### config.mk
export PLATFORM = sky130hd
export DESIGN_NAME = instruction_fetch_unit
export DESIGN_NICKNAME = d
export VERILOG_FILES = /design/src/rtl/fetch_pkg.sv /design/src/rtl/fetch_buffer.sv /design/src/rtl/instruction_fetch_unit.sv
export SDC_FILE = /design/constraint.sdc
export NUM_CORES = 1
export LEC_CHECK = 0
export CAP_MARGIN = 5
export CORE_UTILIZATION = 40
export CTS_BUF_LIST = sky130_fd_sc_hd__clkbuf_4
export CTS_CLUSTER_SIZE = 30
export DETAILED_ROUTE_END_ITERATION = 7
export GPL_TIMING_DRIVEN = 0
export PLACE_DENSITY = 0.78
export SLEW_MARGIN = 5
export SYNTH_ARGS = -nofsm -noshare
export SYNTH_HDL_FRONTEND = slang
export SYNTH_SLANG_ARGS = --single-unit
### constraint.sdc
create_clock -name clk -period 7.97 [get_ports clk]
set_clock_uncertainty 0.2 [all_clocks]
set_input_delay 1.594 -clock clk [delete_from_list [all_inputs] [get_ports clk]]
set_output_delay 1.594 -clock clk [all_outputs]
set_load 0.01 [all_outputs]
### src/rtl/fetch_pkg.sv
// Shared definitions for the instruction fetch unit and its buffer.
package fetch_pkg;

   // IDLE: no request; WAIT: request out, result kept; DROP: request out, result discarded
   typedef enum logic [1:0] {
      IDLE = 2'd0,
      WAIT = 2'd1,
      DROP = 2'd2
   } fetch_state_t;

   localparam logic [31:0] INSTR_BYTES = 32'd4;
   localparam logic [31:0] RESET_PC    = 32'h0;
   localparam int          ENTRY_W     = 64;   // {pc, instr}

endpackage

### src/rtl/fetch_buffer.sv
// Small instruction FIFO holding {pc, instr} entries between fetch and decode.
// Flush wins over a same-cycle push or pop.
module fetch_buffer
   import fetch_pkg::*;
#(
   parameter int DEPTH = 2
) (
   input  logic                     clk,
   input  logic                     rst,
   input  logic                     push,
   input  logic [ENTRY_W-1:0]       push_data,
   input  logic                     pop,
   input  logic                     flush,
   output logic [ENTRY_W-1:0]       head,
   output logic [$clog2(DEPTH):0]   count,
   output logic                     full,
   output logic                     empty
);

   localparam int AW = $clog2(DEPTH);
   localparam logic [AW:0] DEPTH_C = (AW+1)'(DEPTH);

   logic [ENTRY_W-1:0] mem [DEPTH];
   logic [AW-1:0]      wr_ptr;
   logic [AW-1:0]      rd_ptr;
   logic               do_push;
   logic               do_pop;

   assign empty   = (count == '0);
   assign full    = (count == DEPTH_C);
   assign do_push = push & ~full & ~flush;
   assign do_pop  = pop & ~empty & ~flush;
   assign head    = mem[rd_ptr];

   // pointer and occupancy bookkeeping
   always_ff @(posedge clk or posedge rst) begin
      if (rst) begin
         wr_ptr <= '0;
         rd_ptr <= '0;
         count  <= '0;
      end else if (flush) begin
         wr_ptr <= '0;
         rd_ptr <= '0;
         count  <= '0;
      end else begin
         if (do_push) wr_ptr <= wr_ptr + 1'b1;
         if (do_pop)  rd_ptr <= rd_ptr + 1'b1;
         case ({do_push, do_pop})
            2'b10:   count <= count + 1'b1;
            2'b01:   count <= count - 1'b1;
            default: count <= count;
         endcase
      end
   end

   // storage needs no reset: contents are only visible when not empty
   always_ff @(posedge clk) begin
      if (do_push) mem[wr_ptr] <= push_data;
   end

endmodule

### src/rtl/instruction_fetch_unit.sv
// Instruction fetch: drives the PC register, fetches over req/ack, buffers
// words in a FIFO for decode, and handles redirects by flushing and dropping
// any in-flight fetch.
module instruction_fetch_unit
   import fetch_pkg::*;
#(
   parameter int FIFO_DEPTH = 2
) (
   input  logic        clk,
   input  logic        rst,
   input  logic [31:0] PCResult,
   output logic [31:0] PCNext,
   output logic        PCWrite,
   output logic        imem_req,
   output logic [31:0] imem_addr,
   input  logic        imem_ack,
   input  logic [31:0] imem_rdata,
   input  logic        redirect_valid,
   input  logic [31:0] redirect_target,
   output logic        if_valid,
   output logic [31:0] if_instr,
   output logic [31:0] if_pc,
   input  logic        if_ready
);

   localparam int CW = $clog2(FIFO_DEPTH) + 1;
   localparam logic [CW-1:0] DEPTH_C = CW'(FIFO_DEPTH);

   fetch_state_t         state, state_next;
   logic [31:0]          addr_next;
   logic                 push, pop, flush;
   logic [ENTRY_W-1:0]   head;
   logic [CW-1:0]        count;
   logic                 full, empty;
   logic                 room_after_push;

   fetch_buffer #(.DEPTH(FIFO_DEPTH)) u_buf (
      .clk       (clk),
      .rst       (rst),
      .push      (push),
      .push_data ({imem_addr, imem_rdata}),
      .pop       (pop),
      .flush     (flush),
      .head      (head),
      .count     (count),
      .full      (full),
      .empty     (empty)
   );

   assign imem_req = (state != IDLE);
   assign if_valid = ~empty;
   assign if_pc    = head[63:32];
   assign if_instr = head[31:0];
   assign pop      = if_valid & if_ready;

   // in WAIT the FIFO is never full, so count+1 cannot overflow CW bits
   assign room_after_push = pop | ((count + CW'(1)) < DEPTH_C);

   // state and fetch address registers
   always_ff @(posedge clk or posedge rst) begin
      if (rst) begin
         state     <= IDLE;
         imem_addr <= RESET_PC;
      end else begin
         state     <= state_next;
         imem_addr <= addr_next;
      end
   end

   // next state and next fetch address; address only moves when no request is pending
   always_comb begin
      state_next = state;
      addr_next  = imem_addr;
      case (state)
         IDLE: begin
            if (redirect_valid) begin
               state_next = WAIT;
               addr_next  = redirect_target;
            end else if (pop || !full) begin
               state_next = WAIT;
               addr_next  = PCResult;
            end
         end
         WAIT: begin
            if (imem_ack) begin
               if (redirect_valid) begin
                  addr_next = redirect_target;
               end else if (room_after_push) begin
                  addr_next = imem_addr + INSTR_BYTES;
               end else begin
                  state_next = IDLE;
               end
            end else if (redirect_valid) begin
               state_next = DROP;
            end
         end
         DROP: begin
            // PCResult already holds the redirect target when the stale ack lands
            if (imem_ack) begin
               state_next = WAIT;
               addr_next  = redirect_valid ? redirect_target : PCResult;
            end
         end
         default: begin
            state_next = IDLE;
         end
      endcase
   end

   // PC register control and FIFO push/flush; redirect outranks the increment
   always_comb begin
      PCWrite = 1'b0;
      PCNext  = 32'h0;
      push    = 1'b0;
      flush   = 1'b0;
      if (!rst) begin
         if (redirect_valid) begin
            PCWrite = 1'b1;
            PCNext  = redirect_target;
            flush   = 1'b1;
         end else if (state == WAIT && imem_ack) begin
            PCWrite = 1'b1;
            PCNext  = imem_addr + INSTR_BYTES;
            push    = 1'b1;
         end
      end
   end

endmodule
==> run_results.csv, run 1 <==
group,metric,value,unit
status,status,"finished clean",
setup_path,cp.arrival,4.52,ns
synthesis,synth_compound_area_share,12.2,%
synthesis,muxShareOfSynthArea,9.01,%
clock_network,path_clk_slew,0.15,ns
synthesis,synth_top_family_by_area,"simple AND/OR/NAND/NOR gates",
clock_network,cts_hold_buf,0,
clock_network,cts_tree,"done",
detailed_routing,drtAntennaViolNets,0,
setup_path,critPathTopFamily,"buffers and inverters",
clock_network,numCtsBuffers,17,
placement,place_ws,1.76,ns
synthesis,yosys.area_share.simple,13.3,%
timing,hold_viol,0,
floorplanning,die_area,20900,um^2
worst_hold_path,hold_class,"reg -> reg",
cells_and_area,utilization,57.0,%
setup_path,max_stage_delay,0.60,ns
global_routing,grt_max_degree,44,
cells_and_area,drive_gt1_share,13.4,%
synthesis,synthXorXnorAreaFrac,2.59,%
floorplanning,die_w,144,um
detailed_routing,dr.pass1.iters,5,
setup_path,criticalPathCategory,"in -> out",
detailed_routing,drc,0,
power_and_ir_drop,powerDensity,289,nW/um^2
power_and_ir_drop,ir_drop,0.000126,V
synthesis,yosysMostFrequentCell,"edfxtp_1",
detailed_routing,viasPerCell,5.59,
detailed_routing,drt_wl_total,25000,um
timing,worstMarginPinSlew,0.914,ns
clock_network,clock_path_buffers,2,
synthesis,synthTopCellsByCount,"edfxtp_1 (128), nand2_1 (75), mux2_2 (64)",
floorplanning,ioPinCount,232,
clock_network,htree_levels,4,
detailed_routing,vias,6866,
power_and_ir_drop,finalPower,0.00324,W
placement,detailed_place_hpwl,18300,um
synthesis,ys_seq_elements,166,
run,max_cap_violations,0,
setup_path,required,6.18,ns
timing,setup_slack,1.66,ns
synthesis,synthTopCellsByArea,"edfxtp_1 (47%), dfrtp_1 (12%), mux2_2 (8.9%)",
synthesis,synth_nets,796,
timing,period_share,79.2,%
timing,final-setup-viol-count,0,
synthesis,synth_area,8110,um^2
setup_path,cp_num_buf_inv,4,
setup_path,start_kind,"input port",
timing,rsz0062_at_grt,"no",
synthesis,synth_edf_count,128,
setup_path,end_kind,"primary output",
global_routing,grt.total_usage,24.0,%
clock_network,cts_root_buffer,"clkbuf_4",
floorplanning,core_area,19700,um^2
synthesis,ys_types,67,
floorplanning,std_cell_rows,51,
synthesis,syn_inst,692,
setup_path,timing.critical_path.fanout_max,10,
synthesis,yosysSeqAreaShare,59.1,%
setup_path,crit_top_cell,"clkdlybuf4s50_1",
synthesis,ys_warn_count,0,
setup_path,cp_slowest_cell,"clkdlybuf4s50_1",
synthesis,postSynth.asyncResetShare,22.9,%
placement,numPortBuffers,231,
cells_and_area,syn2layout_area_growth,38.1,%
detailed_routing,drt_iter0_drc,534,
clock_network,cts_resized,0,
cells_and_area,final_nets,1052,
power_and_ir_drop,p_leak,3.86,nW
timing,fmax,158,MHz
synthesis,synth_top_area_cell,"edfxtp_1",
synthesis,yosysTopAreaCellShare,47.4,%
global_routing,overflow,0,
floorplanning,fp.dieH,144,um
timing,maxSlewViolCount,0,
synthesis,synth-adder-area-share,0.586,%
floorplanning,initial_core_util,41.3,%
timing,maxSlewHeadroom,38.6,%
synthesis,ys.flop_type,"edfxtp_1",
global_routing,grt_pass1_wl,36700,um
synthesis,syn_area_per_cell,11.7,um^2
clock_network,clock-sinks,166,
global_routing,grt_pass1_vias,6652,
timing,fin_crit,6.31,ns
placement,place_congestion,0.902,
clock_network,clkLatencyLatePin,0.57,ns
detailed_routing,wl_per_cell,20.3,um
clock_network,cts_setup_buffers,0,
setup_path,path_cells,"clkdlybuf4s50_1 -> buf_2 -> nor3b_2 -> and2_1 -> clkbuf_1 -> o21ai_0 -> a21oi_1 -> clkdlybuf4s50_1",
global_routing,antenna_found_initial,3,
-- worst paths after layout --
kind,start,end,slack [ns],cells past startpoint
worst max-delay path,redirect_valid,PCNext[20],1.66,8
max in group asynchronous,rst,u_buf.count[1],5.55,4
min in group asynchronous,rst,imem_addr[7],1.52,3
worst min-delay path,imem_addr[4],u_buf.mem[0][36],0.36,0
worst max register to register,state[0],u_buf.mem[0][46],5.08,6
worst min register to register,imem_addr[4],u_buf.mem[0][36],0.36,0
-- final cells by class --
class,instances,area [um^2]
flip-flops and latches,166,4790
repair buffers,237,2440
clock buffers,19,143
clock inverters,13,148
inverters,19,71.3
multi-input cells,464,3080
plain buffers,43,184
fillers,1691,8450
diodes,3,7.51
well taps,265,332
-- power breakdown --
group,total (W),internal (W),switching (W)
Sequential,0.00132,0.00111,0.000213
Combinational,0.00141,0.000697,0.000716
Clock,0.000509,0.000198,0.000311
Total,0.00324,0.00200,0.00124
-- state kept, by name, indices dropped and copies added, names as in the netlist --
| name | cells |
|---|---|
| u_buf.mem | 128 |
| u_buf.count | 2 |
| state | 2 |
| u_buf.wr_ptr | 1 |
| u_buf.rd_ptr | 1 |
| imem_addr | 32 |
-- placed cells by master, fill, tap and decap left out, types with 17 or more instances in the layout --
cell type	count
clkbuf_1	28
nand3_1	17
clkdlybuf4s50_1	231
dfrtp_1	38
a21oi_1	41
clkbuf_4	19
nand2_1	75
nor2_1	50
mux2_2	64
xnor2_1	17
inv_1	17
edfxtp_1	128
o21ai_0	44
-- metrics by stage --
step	TNS (ns)	instance area, um^2	std cells	hold WS [ns]
finish	0	11200	1229	0.358
global route	0	11200	1229	0.381
CTS	0	11200	1226	0.364
detailed placement	0	10900	1194	0.323
global placement	-82.36	10800	1188	0.300
floorplan	0	8120	692	0.323
-- kinds of logic after synthesis --
family | count (synthesis)
and+or+nand+nor | 213
DFF | 166
AOI/OAI and AO/OA | 158
muxes | 65
buffers and inverters | 62
xor gates and xnor gates | 24
adders and majority gates | 4
-- metal layers --
layer	vias to the layer above	track usage, %	routed length [um]	share of wire [%]
met4	0	12.3	862	3.5
met2	387	38.7	11800	47
met5	-	0	0	0
li1	3119	-	-	-
met1	3300	29.8	10100	40
met3	60	5.89	2230	8.9
No activity file was read; power rests on OpenSTA's default activity.
==> run 2, diff against run 1 <==
--- a/config.mk
+++ b/config.mk
@@ -11,7 +11,7 @@
 export CTS_CLUSTER_SIZE = 30
 export DETAILED_ROUTE_END_ITERATION = 7
 export GPL_TIMING_DRIVEN = 0
-export PLACE_DENSITY = 0.78
+export PLACE_DENSITY = 0.81
 export SLEW_MARGIN = 5
 export SYNTH_ARGS = -nofsm -noshare
 export SYNTH_HDL_FRONTEND = slang
==> constraint.sdc (replaced) <==
create_clock -name clk -period 5.2 [get_ports clk]
set_clock_uncertainty 0.2 [all_clocks]
set_input_delay 1.04 -clock clk [delete_from_list [all_inputs] [get_ports clk]]
set_output_delay 1.04 -clock clk [all_outputs]
set_load 0.01 [all_outputs]
==> run 2 against run 1 <==
  * Critical path depth unchanged
  * Setup slack worse by 1.6 ns
  * Utilization down 0.051 points
  * Register-to-register slack worse by 2.9 ns
  * Die area unchanged
  * Critical path type unchanged
  * Count of clock-buffer cells in the layout down 2
  * Sequential cell count unchanged
  * Largest cell class unchanged
  * Final cell count about the same
  * Wire length up 2.1%
  * Sequential share of layout area about the same
  * Via count up 0.63%
==> run_results.csv, run 2 (synthesis gave the netlist of run 1 again) <==
group,metric,value,unit
detailed_routing,viasPerCell,5.63,
global_routing,grt.total_usage,24.3,%
clock_network,cts_setup_buffers,0,
power_and_ir_drop,p_leak,3.87,nW
cells_and_area,drive_gt1_share,13.4,%
setup_path,timing.critical_path.fanout_max,10,
timing,hold_viol,0,
timing,hold_ws,0.353,ns
timing,final-setup-viol-count,0,
cells_and_area,syn2layout_area_growth,37.9,%
power_and_ir_drop,ir_drop,0.000216,V
cells_and_area,largest_register_ffs,128,
floorplanning,die_area,20900,um^2
clock_network,numCtsBuffers,17,
global_routing,grt_pass1_wl,37400,um
cells_and_area,final_nets,1052,
clock_network,cts_root_buffer,"clkbuf_4",
floorplanning,std_cell_rows,51,
clock_network,clock_path_buffers,2,
clock_network,cts_tree,"done",
setup_path,criticalPathCategory,"in -> out",
clock_network,cts_hold_buf,0,
timing,maxSlewHeadroom,42.9,%
timing,maxSlewViolCount,0,
timing,worstMarginPinSlew,0.856,ns
setup_path,cp.arrival,3.89,ns
placement,place_ws,0.151,ns
placement,numPortBuffers,231,
cells_and_area,final.fill_count,1693,
worst_hold_path,hold_class,"reg -> reg",
timing,period_share,98.6,%
cells_and_area,multiInputGateArea,3080,um^2
setup_path,start_kind,"input port",
detailed_routing,wl_per_cell,20.7,um
floorplanning,die_w,144,um
floorplanning,fp.dieH,144,um
cells_and_area,largest_register,"u_buf.mem",
placement,place_congestion,0.935,
run,max_cap_violations,0,
detailed_routing,drt_wl_total,25500,um
global_routing,overflow,0,
global_routing,grt_max_degree,49,
setup_path,rrSetupSlack,2.16,ns
cells_and_area,final-seq-area,4790,um^2
floorplanning,initial_core_util,41.3,%
detailed_routing,drc,0,
timing,rsz0062_at_grt,"no",
floorplanning,core_area,19700,um^2
cells_and_area,final_cell_mix,"clkdlybuf4s50_1 (231), edfxtp_1 (128), nand2_1 (75)",
setup_path,required,3.96,ns
clock_network,path_clk_slew,0.15,ns
timing,fmax,195,MHz
status,status,"finished clean",
placement,detailed_place_hpwl,18800,um
global_routing,grt_pass1_vias,6649,
detailed_routing,vias,6909,
setup_path,end_kind,"primary output",
floorplanning,ioPinCount,232,
global_routing,antenna_found_initial,1,
cells_and_area,final_common_cell,"clkdlybuf4s50_1",
clock_network,clkLatencyLatePin,0.58,ns
detailed_routing,drt_iter0_drc,580,
clock_network,clock-sinks,166,
timing,fin_crit,5.13,ns
clock_network,htree_levels,4,
detailed_routing,dr.pass1.iters,5,
detailed_routing,drtAntennaViolNets,0,
timing,setup_slack,0.0706,ns
cells_and_area,reg.largest.list,"u_buf.mem: 128 flops, imem_addr: 32 flops",
power_and_ir_drop,powerDensity,445,nW/um^2
run 2: metrics by stage:
step	total power (W)	instances	cell area (um^2)	util [%]	TNS (ns)
global placement	0.00414	1188	10800	54.8	-157.14
finish	0.00498	1228	11200	56.9	0
global route	0.00523	1226	11200	56.9	0
floorplan	0.00309	692	8120	-	0
CTS	0.00499	1226	11200	56.9	0
detailed placement	0.00420	1194	10900	55.4	0
run 2: worst max-delay path, stage by stage:
cell	delay (ns)
clkdlybuf4s50_1	0.41
buf_2	0.19
nor3b_2	0.51
and2_1	0.25
clkbuf_1	0.48
o21ai_0	0.24
a21oi_1	0.19
clkdlybuf4s50_1	0.57
run 2: final timing paths:
check / from / endpoint / cells past startpoint
setup reg to reg: state[0] / u_buf.mem[0][8] / 7
max in group asynchronous: rst / imem_addr[9] / 4
min in group asynchronous: rst / imem_addr[26] / 3
setup / recovery: redirect_valid / PCNext[26] / 8
hold reg to reg: imem_addr[4] / u_buf.mem[1][36] / 0
hold / removal: imem_addr[4] / u_buf.mem[1][36] / 0
run 2: area by class of cell:
cell class	count	share of cell area (%)
buffer	43	1.64
inverter	19	0.660
sequential	166	42.8
clock buffer	17	1.14
antenna	2	0.0447
multi-input combinational	464	27.5
tap	265	2.96
clock inverter	15	1.48
timing repair buffer	237	21.7
run 2: what timing repair did:
item	4_1_cts	5_1_grt
resized for setup	0	2
endpoints found under the setup margin	0	1
hold endpoints to repair	0	0
run 2: power by group:
group | switching (W) | internal [W]
clock network | 0.000495 | 0.000298
logic | 0.00110 | 0.00107
registers | 0.000324 | 0.00170
run 2: per-layer routing:
metal  global-route usage (%)  up-vias  wire, um
li1                         -     3114         -
met1                     30.1     3278     10000
met2                     39.2      446     12000
met3                     6.56       69      2640
met4                     11.9        2       867
met5                        0        -        13
